### src/rtl/alu_share_if.sv
// Requester-side bundle for alu_share_ctrl: two request/operand ports and the shared result.
interface alu_share_if;
    logic               req_a;
    logic               req_b;
    logic [2:0]         opc_a;
    logic [2:0]         opc_b;
    logic signed [15:0] ina_a;
    logic signed [15:0] inb_a;
    logic signed [15:0] ina_b;
    logic signed [15:0] inb_b;
    logic               inc_a;
    logic               inc_b;
    logic               gnt_a;
    logic               gnt_b;
    logic               done_a;
    logic               done_b;
    logic signed [15:0] w;
    logic               zer;
    logic               neg;
    logic               busy;

    modport slave (
        input  req_a, req_b, opc_a, opc_b, ina_a, inb_a, ina_b, inb_b, inc_a, inc_b,
        output gnt_a, gnt_b, done_a, done_b, w, zer, neg, busy
    );

    modport master (
        output req_a, req_b, opc_a, opc_b, ina_a, inb_a, ina_b, inb_b, inc_a, inc_b,
        input  gnt_a, gnt_b, done_a, done_b, w, zer, neg, busy
    );
endinterface

### src/rtl/alu_share_ctrl.sv
// Round-robin controller time-sharing one 16-bit adder/logic datapath between ports A and B.
// Define ALU_SHARE_MUL_EN to enable opcode 111 as a 16-iteration shift-add multiply.
module alu_share_ctrl (
    input  logic       clk,
    input  logic       rst_n,
    alu_share_if.slave io_bus
);
    localparam int DATA_W = 16;

    localparam logic [1:0] S_IDLE = 2'd0;
    localparam logic [1:0] S_EXEC = 2'd1;
`ifdef ALU_SHARE_MUL_EN
    localparam logic [1:0] S_MULT = 2'd2;
`endif
    localparam logic [1:0] S_DONE = 2'd3;

    logic [1:0]               r_state;
    logic                     r_last_b;
    logic                     r_id_b;
    logic                     r_gnt_a;
    logic                     r_gnt_b;
    logic                     r_done_a;
    logic                     r_done_b;
    logic [DATA_W-1:0]        r_w;
    logic                     r_zer;
    logic                     r_neg;
    logic [2:0]               r_opc;
    logic signed [DATA_W-1:0] r_a;
    logic signed [DATA_W-1:0] r_b;
    logic                     r_c;
`ifdef ALU_SHARE_MUL_EN
    logic [DATA_W-1:0]        r_acc;
    logic [3:0]               r_cnt;
`endif

    logic                     w_any;
    logic                     w_win_b;
    logic                     w_add_c;
    logic [DATA_W-1:0]        w_add_x;
    logic [DATA_W-1:0]        w_add_y;
    logic [DATA_W-1:0]        w_sum;
    logic [DATA_W-1:0]        w_res;

    // Non-adder ops bypass the shared sum; 111 without multiply support yields zero.
    function automatic logic [DATA_W-1:0] f_result(
        input logic [2:0]        opc,
        input logic [DATA_W-1:0] a,
        input logic [DATA_W-1:0] b,
        input logic [DATA_W-1:0] sum
    );
        case (opc)
            3'b100:  f_result = a & b;
            3'b101:  f_result = a | b;
            3'b110:  f_result = {a[7:0], b[7:0]};
            3'b111:  f_result = '0;
            default: f_result = sum;
        endcase
    endfunction

    assign w_any   = io_bus.req_a | io_bus.req_b;
    assign w_win_b = (io_bus.req_a & io_bus.req_b) ? ~r_last_b : io_bus.req_b;

    always_comb begin
        w_add_x = r_a;
        w_add_y = '0;
        w_add_c = 1'b0;
        case (r_opc)
            3'b000: begin
                w_add_x = ~r_a;
                w_add_c = 1'b1;
            end
            3'b001: w_add_c = 1'b1;
            3'b010: begin
                w_add_y = r_b;
                w_add_c = r_c;
            end
            3'b011: w_add_y = r_b >>> 1;
            default: ;
        endcase
`ifdef ALU_SHARE_MUL_EN
        // During MULT the same adder accumulates the shifted partial products.
        if (r_state == S_MULT) begin
            w_add_x = r_acc;
            w_add_y = r_b[r_cnt] ? (r_a << r_cnt) : '0;
            w_add_c = 1'b0;
        end
`endif
    end

    assign w_sum = w_add_x + w_add_y + {{(DATA_W-1){1'b0}}, w_add_c};
    assign w_res = f_result(r_opc, r_a, r_b, w_sum);

    always_ff @(posedge clk or negedge rst_n) begin
        if (!rst_n) begin
            r_state  <= S_IDLE;
            r_last_b <= 1'b1;
            r_id_b   <= 1'b0;
            r_gnt_a  <= 1'b0;
            r_gnt_b  <= 1'b0;
            r_done_a <= 1'b0;
            r_done_b <= 1'b0;
            r_w      <= '0;
            r_zer    <= 1'b0;
            r_neg    <= 1'b0;
`ifdef ALU_SHARE_MUL_EN
            r_cnt    <= '0;
`endif
        end else begin
            r_gnt_a  <= 1'b0;
            r_gnt_b  <= 1'b0;
            r_done_a <= 1'b0;
            r_done_b <= 1'b0;
            case (r_state)
                S_IDLE: begin
                    if (w_any) begin
                        r_gnt_a  <= ~w_win_b;
                        r_gnt_b  <= w_win_b;
                        r_id_b   <= w_win_b;
                        r_last_b <= w_win_b;
                        r_state  <= S_EXEC;
                    end
                end
                S_EXEC: begin
`ifdef ALU_SHARE_MUL_EN
                    if (r_opc == 3'b111) begin
                        r_cnt   <= '0;
                        r_state <= S_MULT;
                    end else
`endif
                    begin
                        r_w      <= w_res;
                        r_zer    <= (w_res == '0);
                        r_neg    <= w_res[DATA_W-1];
                        r_done_a <= ~r_id_b;
                        r_done_b <= r_id_b;
                        r_state  <= S_DONE;
                    end
                end
`ifdef ALU_SHARE_MUL_EN
                S_MULT: begin
                    r_cnt <= r_cnt + 4'd1;
                    if (r_cnt == 4'd15) begin
                        r_w      <= w_sum;
                        r_zer    <= (w_sum == '0);
                        r_neg    <= w_sum[DATA_W-1];
                        r_done_a <= ~r_id_b;
                        r_done_b <= r_id_b;
                        r_state  <= S_DONE;
                    end
                end
`endif
                S_DONE:  r_state <= S_IDLE;
                default: r_state <= S_IDLE;
            endcase
        end
    end

    // Operand capture carries no reset: it is only consumed after a grant loads it.
    always_ff @(posedge clk) begin
        if (r_state == S_IDLE && w_any) begin
            r_opc <= w_win_b ? io_bus.opc_b : io_bus.opc_a;
            r_a   <= w_win_b ? io_bus.ina_b : io_bus.ina_a;
            r_b   <= w_win_b ? io_bus.inb_b : io_bus.inb_a;
            r_c   <= w_win_b ? io_bus.inc_b : io_bus.inc_a;
        end
`ifdef ALU_SHARE_MUL_EN
        if (r_state == S_EXEC) begin
            r_acc <= '0;
        end else if (r_state == S_MULT) begin
            r_acc <= w_sum;
        end
`endif
    end

    assign io_bus.gnt_a  = r_gnt_a;
    assign io_bus.gnt_b  = r_gnt_b;
    assign io_bus.done_a = r_done_a;
    assign io_bus.done_b = r_done_b;
    assign io_bus.w      = r_w;
    assign io_bus.zer    = r_zer;
    assign io_bus.neg    = r_neg;
    assign io_bus.busy   = (r_state != S_IDLE);
endmodule

### src/flat_wrapper.sv
// flat-port wrapper written by rule: the top's interface ports become plain ports
module alu_share_ctrl_flat 
  (clk, rst_n, io_bus_req_a, io_bus_req_b, io_bus_opc_a, io_bus_opc_b, io_bus_ina_a, io_bus_inb_a, io_bus_ina_b, io_bus_inb_b, io_bus_inc_a, io_bus_inc_b, io_bus_gnt_a, io_bus_gnt_b, io_bus_done_a, io_bus_done_b, io_bus_w, io_bus_zer, io_bus_neg, io_bus_busy);
  alu_share_if io_bus_i ();
  input  logic clk;
  input  logic rst_n;
  input wire logic [$bits(io_bus_i.req_a)-1:0] io_bus_req_a;
  input wire logic [$bits(io_bus_i.req_b)-1:0] io_bus_req_b;
  input wire logic [$bits(io_bus_i.opc_a)-1:0] io_bus_opc_a;
  input wire logic [$bits(io_bus_i.opc_b)-1:0] io_bus_opc_b;
  input wire logic [$bits(io_bus_i.ina_a)-1:0] io_bus_ina_a;
  input wire logic [$bits(io_bus_i.inb_a)-1:0] io_bus_inb_a;
  input wire logic [$bits(io_bus_i.ina_b)-1:0] io_bus_ina_b;
  input wire logic [$bits(io_bus_i.inb_b)-1:0] io_bus_inb_b;
  input wire logic [$bits(io_bus_i.inc_a)-1:0] io_bus_inc_a;
  input wire logic [$bits(io_bus_i.inc_b)-1:0] io_bus_inc_b;
  output wire logic [$bits(io_bus_i.gnt_a)-1:0] io_bus_gnt_a;
  output wire logic [$bits(io_bus_i.gnt_b)-1:0] io_bus_gnt_b;
  output wire logic [$bits(io_bus_i.done_a)-1:0] io_bus_done_a;
  output wire logic [$bits(io_bus_i.done_b)-1:0] io_bus_done_b;
  output wire logic [$bits(io_bus_i.w)-1:0] io_bus_w;
  output wire logic [$bits(io_bus_i.zer)-1:0] io_bus_zer;
  output wire logic [$bits(io_bus_i.neg)-1:0] io_bus_neg;
  output wire logic [$bits(io_bus_i.busy)-1:0] io_bus_busy;
  assign io_bus_i.req_a = io_bus_req_a;
  assign io_bus_i.req_b = io_bus_req_b;
  assign io_bus_i.opc_a = io_bus_opc_a;
  assign io_bus_i.opc_b = io_bus_opc_b;
  assign io_bus_i.ina_a = io_bus_ina_a;
  assign io_bus_i.inb_a = io_bus_inb_a;
  assign io_bus_i.ina_b = io_bus_ina_b;
  assign io_bus_i.inb_b = io_bus_inb_b;
  assign io_bus_i.inc_a = io_bus_inc_a;
  assign io_bus_i.inc_b = io_bus_inc_b;
  assign io_bus_gnt_a = io_bus_i.gnt_a;
  assign io_bus_gnt_b = io_bus_i.gnt_b;
  assign io_bus_done_a = io_bus_i.done_a;
  assign io_bus_done_b = io_bus_i.done_b;
  assign io_bus_w = io_bus_i.w;
  assign io_bus_zer = io_bus_i.zer;
  assign io_bus_neg = io_bus_i.neg;
  assign io_bus_busy = io_bus_i.busy;
  alu_share_ctrl u_core (.clk(clk), .rst_n(rst_n), .io_bus(io_bus_i));
endmodule
### config.mk
export PLATFORM = sky130hd
export DESIGN_NAME = alu_share_ctrl_flat
export DESIGN_NICKNAME = d
export VERILOG_FILES = /design/src/rtl/alu_share_if.sv /design/src/rtl/alu_share_ctrl.sv /design/src/flat_wrapper.sv
export SDC_FILE = /design/constraint.sdc
export NUM_CORES = 1
export LEC_CHECK = 0
export ABC_AREA = 1
export BUFFER_PORTS_ARGS = -buffer_cell sky130_fd_sc_hd__buf_2
export CAP_MARGIN = 20
export CORE_UTILIZATION = 50
export CTS_CLUSTER_DIAMETER = 50
export DETAILED_ROUTE_END_ITERATION = 10
export PLACE_DENSITY_LB_ADDON = 0.08
export REMOVE_ABC_BUFFERS = 1
export SYNTH_ARGS = -nofsm -noshare
export SYNTH_HDL_FRONTEND = slang
export SYNTH_SLANG_ARGS = --single-unit
### constraint.sdc
create_clock -name clk -period 2.65 [get_ports clk]
set_input_delay 0.53 -clock clk [delete_from_list [all_inputs] [get_ports clk]]
set_output_delay 0.53 -clock clk [all_outputs]
set_load 0.1 [all_outputs]
==> results of run 1 <==
-- state kept, by name, indices dropped and copies added (netlist names), 2 cells and up --
name	count
u_core.r_a	16
u_core.r_b	16
u_core.io_bus.w	15
u_core.r_opc	3
u_core.r_state	2
-- final cells by class --
| class | instances | area (sq um) | share of cell area |
|---|---|---|---|
| Tap cell | 105 | 131 | 0.0237 |
| Clock buffer | 12 | 145 | 0.0261 |
| Clock inverter | 4 | 25.0 | 0.00451 |
| Inverter | 96 | 360 | 0.0649 |
| Timing Repair Buffer | 146 | 880 | 0.158 |
| Sequential cell | 61 | 1710 | 0.308 |
| Multi-Input combinational cell | 448 | 2300 | 0.415 |
-- worst reg2reg max path, delay by kind of cell (launching register included) --
kind	cells	cell delay [ns]
AO/OA/AOI/OAI	2	0.22
adder cells (fa/ha/maj)	2	0.79
buffers and inverters	2	0.21
flip-flops	1	0.47
AND/OR/NAND/NOR	13	1.01
-- path summary, 6_finish.rpt --
check                                 from              endpoint  slack (ns)  depth (start not counted)
setup reg to reg           u_core.r_opc[2]     u_core.io_bus.zer       -0.12                         19
min in group clk           io_bus_ina_b[4]         u_core.r_a[4]        0.44                          3
hold reg to reg              u_core.r_id_b  u_core.io_bus.done_a        0.44                          1
max in group asynchronous            rst_n       u_core.r_last_b        2.12                          1
hold / removal                       rst_n    u_core.io_bus.w[2]        0.17                          1
setup / recovery           u_core.r_opc[2]     u_core.io_bus.zer       -0.12                         19
-- power by group --
| group | internal [W] | leakage (nW) | switching [W] |
|---|---|---|---|
| sequential | 0.00142 | 0.640 | 0.000176 |
| clock | 0.000365 | 0.0907 | 0.000386 |
| combinational | 0.00134 | 2.25 | 0.00308 |
| total | 0.00313 | 2.98 | 0.00365 |
-- cells by family (layout without fill, tap and decap cells) --
logic type	Yosys count	after routing
xor+xnor	15	15
simple gates	346	346
flops	61	61
fa+ha+maj	16	16
compound gates	71	71
buf+inv	112	258
-- stage by stage --
step                      hold slack, ns  setup TNS [ns]  cells   util  instance area, sq um
after CTS                          0.179         -0.0452    866  0.655                  5410
final                              0.167          -0.122    872  0.672                  5550
after global routing               0.196          -0.632    872  0.672                  5550
after detailed placement           0.426          -0.766    847  0.626                  5170
after floorplan                    0.234          -15.02    605      -                  4230
after global placement             0.409          -0.294    847  0.626                  5170
-- layout by cell type, fill, tap and decap left out, types with 3 or more instances in the layout --
master and instances:
nand2_1 219, buf_2 98, inv_1 93, buf_4 45
nor2_1 44, edfxtp_1 36, nand3_1 35, dfrtp_1 24
o21ai_0 22, o22ai_1 13, nand2_2 12, xor2_1 11
a21oi_1 11, nand4_1 11, a31oi_1 10, ha_1 10
clkbuf_8 10, nor2_2 5, a21oi_2 5, nor3_1 5
nand3_2 5, o211ai_1 4, ha_2 4, inv_2 3
xnor2_1 3, nand3b_1 3
-- what timing repair did --
| item | CTS | global route |
|---|---|---|
| gates resized for setup | 17 | 27 |
| endpoints found under the setup margin | 7 | 10 |
| hold buffers | 0 | 0 |
| buffers inserted | 3 | 6 |
| pin swaps | 7 | 12 |
-- per-layer routing --
layer	vias to the layer above	routed length, um
met1	1961	5440
met2	134	5650
li1	2276	-
met5	-	0
met3	18	554
met4	0	186
==> flow_summary.toml, run 1 <==
[outcome]
status = "complete, but fails checks"
violations = "negative setup slack"

[timing]
worst_slack_ns = -0.122
tightest_slew_ns = 0.562
max_slew_margin = 0.623
maxSlewViolCount = 0
period_share = 1.05
setup_viol = 1
grt_setup_unrepaired = "yes"
min_period_ns = 2.77
timing.fmax_mhz = 361
hold_viol = 0
skew_ns = 0.0122

[setup_path]
crit_buf_inv = 2
arrival_ns = 3.05
cp_cell_sequence = "inv_2 -> nand2_4 -> nor2_4 -> a22oi_2 -> fa_2 -> fa_2 -> inv_2 -> nand2_1 -> nand2_1 -> nand3_2 -> nand2_2 -> nand2_2 -> a21oi_2 -> nor2_1 -> nor2_1 -> nand2_1 -> nor2_1 -> nand2_1 -> nand2_1"
critPathRequiredTime_ns = 2.93
cp_slowest_stage_delay_ns = 0.47
cp_common_cell = "nand2_1"
worstSetupStartpointType = "register"
path_class = "register to register"
slowest_stage = "edfxtp_1"
critPathCaptureType = "register"
path_max_fanout = 4
path_delay_family = "simple AND/OR/NAND/NOR gates"

[clock_network]
clk_latency_ns = 0.34
cts_buffers = 9
clkTransAtPathRegs_ns = 0.08
cts.sinks = 61
h-tree-depth = 3
cts_tree = "done"
cts_buffer_depth = 2
cts_root_buf = "clkbuf_8"

[finish]
drive_above_1_share = 0.267
area_growth_pct = 29.2
antenna_cells = 0
fill_cells = 723
finalNetCount = 854

[detailed_routing]
drtIter0Drc = 185
vias = 4389
viasPerCell = 5.03
drc = 0
wl_per_cell_um = 13.6
ant_nets = 0
totalWireLength_um = 11800
first_pass_iters = 4

[floorplanning]
start_util = 0.520
core-area_sq_um = 8260
die_area_sq_um = 8970
boundaryPins = 99
rows = 33
die_h_um = 94.7
dieWidth_um = 94.7

[job]
maxCapViolCount = 0

[placement]
globalplace.congestion = 0.879
dp_hpwl_um = 9160
dp_worst_setup_slack_ns = -0.264
port_buffers = 98

[synthesis]
synth.most_common_cell = "nand2_1"
synth-seq-cells = 61
synth.distinct_cells = 30
synth_xor_area_frac = 0.0306
synth_mux_area_frac = 0
ys_seq_area_frac = 0.397
synth_compound_area_frac = 0.0946
synth_commonest_cells = "nand2_1 (230), inv_1 (95), nor2_1 (51)"
synth_simple_gate_area_frac = 0.328
synth-edff-count = 36
synthAdderAreaFrac = 0.0501
syn_avg_cell_area_sq_um = 6.92
synth_ff_type = "edfxtp_1"
ys_warn_count = 0
synth_top_family_by_area = "simple AND/OR/NAND/NOR gates"
netlist_top_cells_area = "edfxtp_1 (25%), nand2_1 (20%), dfrtp_1 (14%), inv_1 (8.3%), nand3_1 (4.7%)"
asyncSetResetFlopFracSynth = 0.410
synth_top_area_share = 0.252
synth_top_area_cell = "edfxtp_1"
synth_cells = 621
syn_area_sq_um = 4300

[global_routing]
grt_use_met1 = 0.365
grt_max_degree = 38
antenna_found_initial = 0
grt_use_met3 = 0.0435
grt_pass1_wl_um = 19100
grt_pass1_vias = 4103
busiest_layer = "met2"
grt_overflow = 0
grt_usage = 0.278
use_met2 = 0.465

[power_and_ir_drop]
leakagePower_nw = 2.98
power_w = 0.00677
ir_drop_v = 0.000434
powerDensity_nw_per_um2 = 1220

[min_path]
hp-class = "primary input to asynchronous set/reset pin"
No activity file was read; power rests on OpenSTA's default activity.
==> run 2, diff against run 1 <==
- CELL_PAD_IN_SITES_DETAIL_PLACEMENT: unset -> 0
- CELL_PAD_IN_SITES_GLOBAL_PLACEMENT: unset -> 1
- CORE_UTILIZATION: 50 -> 35
- PLACE_DENSITY_LB_ADDON: 0.08 -> 0.1
==> run 2 against run 1 <==
Against the previous run:
- routed wire length rose by 1.9%
- sequential cell count unchanged
- combinational power grew 4%
- sequential share of layout area decreased by 1.6 points
- the run still ends with negative setup slack left
- largest power group unchanged
- count of clock-buffer cells in the layout increased by 2
==> flow_summary.toml, run 2 (synthesis gave the netlist of run 1 again) <==
[global_routing]
grt_overflow = 0
grt_pass1_vias = 4041
grt_pass1_wl_um = 19900
grt_usage = 0.201
grt_max_degree = 39
antenna_found_initial = 0

[detailed_routing]
viasPerCell = 4.60
drc = 0
wl_per_cell_um = 13.0
first_pass_iters = 5
totalWireLength_um = 12100
ant_nets = 0
vias = 4259
drtIter0Drc = 236

[power_and_ir_drop]
powerDensity_nw_per_um2 = 1260
pwr-share-seq = 0.216
leakagePower_nw = 3.11
p_int_w = 0.00367
combinationalPowerShare = 0.623
switching_share = 0.505
ir_drop_v = 0.000334
pwr-share-clk = 0.161
p_sw_w = 0.00375

[placement]
port_buffers = 98
dp_cells = 901
globalplace.congestion = 0.848
dp_hpwl_um = 9850

[timing]
hold_viol = 0
period_share = 1.04
worst_slack_ns = -0.118
max_slew_margin = 0.622
maxSlewViolCount = 0
setup_viol = 2
grt_setup_unrepaired = "yes"
timing.fmax_mhz = 361
tightest_slew_ns = 0.567
hold-worst-slack_ns = 0.166
min_period_ns = 2.77
skew_ns = 0.0143

[min_path]
hp-class = "primary input to asynchronous set/reset pin"

[setup_path]
critPathCaptureType = "register"
arrival_ns = 3.03
critPathRequiredTime_ns = 2.92
path_class = "register to register"
path_max_fanout = 15
worstSetupStartpointType = "register"

[finish]
fill_cells = 1224
final_cell_mix = "nand2_1 (218), buf_2 (98), inv_1 (89), buf_4 (57), nor2_1 (42)"
finalNetCount = 866
seqCellArea_sq_um = 1710
drive_above_1_share = 0.289
area_growth_pct = 36.5
multi_input_area_sq_um = 2340
post-route-util = 0.488
final_common_cell = "nand2_1"
antenna_cells = 0
fin_cells = 926

[clock_network]
cts_buffer_depth = 2
clkTransAtPathRegs_ns = 0.06
h-tree-depth = 3
cts.sinks = 61
cts_root_buf = "clkbuf_16"
cts_buffers = 9
cts_tree = "done"
clk_latency_ns = 0.34

[floorplanning]
die_h_um = 113
die_area_sq_um = 12700
rows = 40
boundaryPins = 99
dieWidth_um = 113
start_util = 0.358
core-area_sq_um = 12000

[outcome]
status = "complete, but fails checks"
violations = "negative setup slack"

[job]
maxCapViolCount = 0
run 2: cell types whose count changed in the layout (fill, tap and decap cells not counted), sizes merged:
cell,before,now
buf,146,158
clkbuf,12,14
clkinv,3,2
inv,97,96
run 2: path summary, 6_finish.rpt:
path                       depth (start not counted)              endpoint  slack, ns             from
hold reg to reg                                    1  u_core.io_bus.done_a       0.42    u_core.r_id_b
max in group asynchronous                          1       u_core.r_last_b       2.10            rst_n
hold / removal                                     1   u_core.io_bus.w[12]       0.17            rst_n
min in group clk                                   1  u_core.io_bus.done_a       0.42    u_core.r_id_b
setup / recovery                                  18     u_core.io_bus.zer      -0.12  u_core.r_opc[1]
setup reg to reg                                  18     u_core.io_bus.zer      -0.12  u_core.r_opc[1]
run 2: what timing repair did:
item | in CTS | in global routing
pin swaps | 9 | 15
resized for setup | 31 | 24
hold buffers | 0 | 0
gates cloned | 0 | 0
endpoints found under the hold margin | 0 | 0
setup endpoints to repair | 10 | 10
setup buffers | 4 | 5
run 2: area by class of cell:
type | count | area share
sequential | 61 | 0.291
clock inverter | 2 | 0.00235
tap | 147 | 0.0314
timing repair buffer | 158 | 0.164
multi-input combinational | 448 | 0.399
inverter | 96 | 0.0614
clock buffer | 14 | 0.0503
run 2: per-layer routing:
metal  wire length (um)  track usage
met5                  0            0
met4                209       0.0676
met3                397       0.0380
met2               5540        0.335
met1               5910        0.263
run 2: power by group through the flow:
stage | Combinational, W | Clock (W) | Sequential (W)
after floorplan | 0.00185 | 0 | 0.00266
after detailed placement | 0.00432 | 0 | 0.00161
after global routing | 0.00507 | 0.00127 | 0.00164
after CTS | 0.00447 | 0.00122 | 0.00160
final | 0.00462 | 0.00119 | 0.00160
after global placement | 0.00431 | 0 | 0.00159
run 2: per-stage QoR:
stage	TNS, ns	cell area, sq um	setup WS, ns	power [W]
finish	-0.210	5870	-0.118	0.00742
global route	-1.07	5870	-0.324	0.00797
CTS	-0.0389	5740	-0.0389	0.00729
global placement	-0.408	5310	-0.190	0.00590
detailed placement	-1.08	5310	-0.298	0.00593
floorplan	-15.02	4230	-0.411	0.00451
run 2: critical path, stage by stage, from the launching register on:
cell and delay [ns]:
edfxtp_1 0.45, nor2_2 0.19, nand2_2 0.11, buf_8 0.18
xor2_1 0.15, ha_1 0.35, or2_2 0.32, nand3_2 0.09
nand2_2 0.07, buf_4 0.14, a21oi_2 0.13, inv_1 0.05
nand2_1 0.07, nand3_2 0.06, nand2_2 0.08, nand2_1 0.07
nor2_2 0.10, nand2_1 0.05, nand2_1 0.05
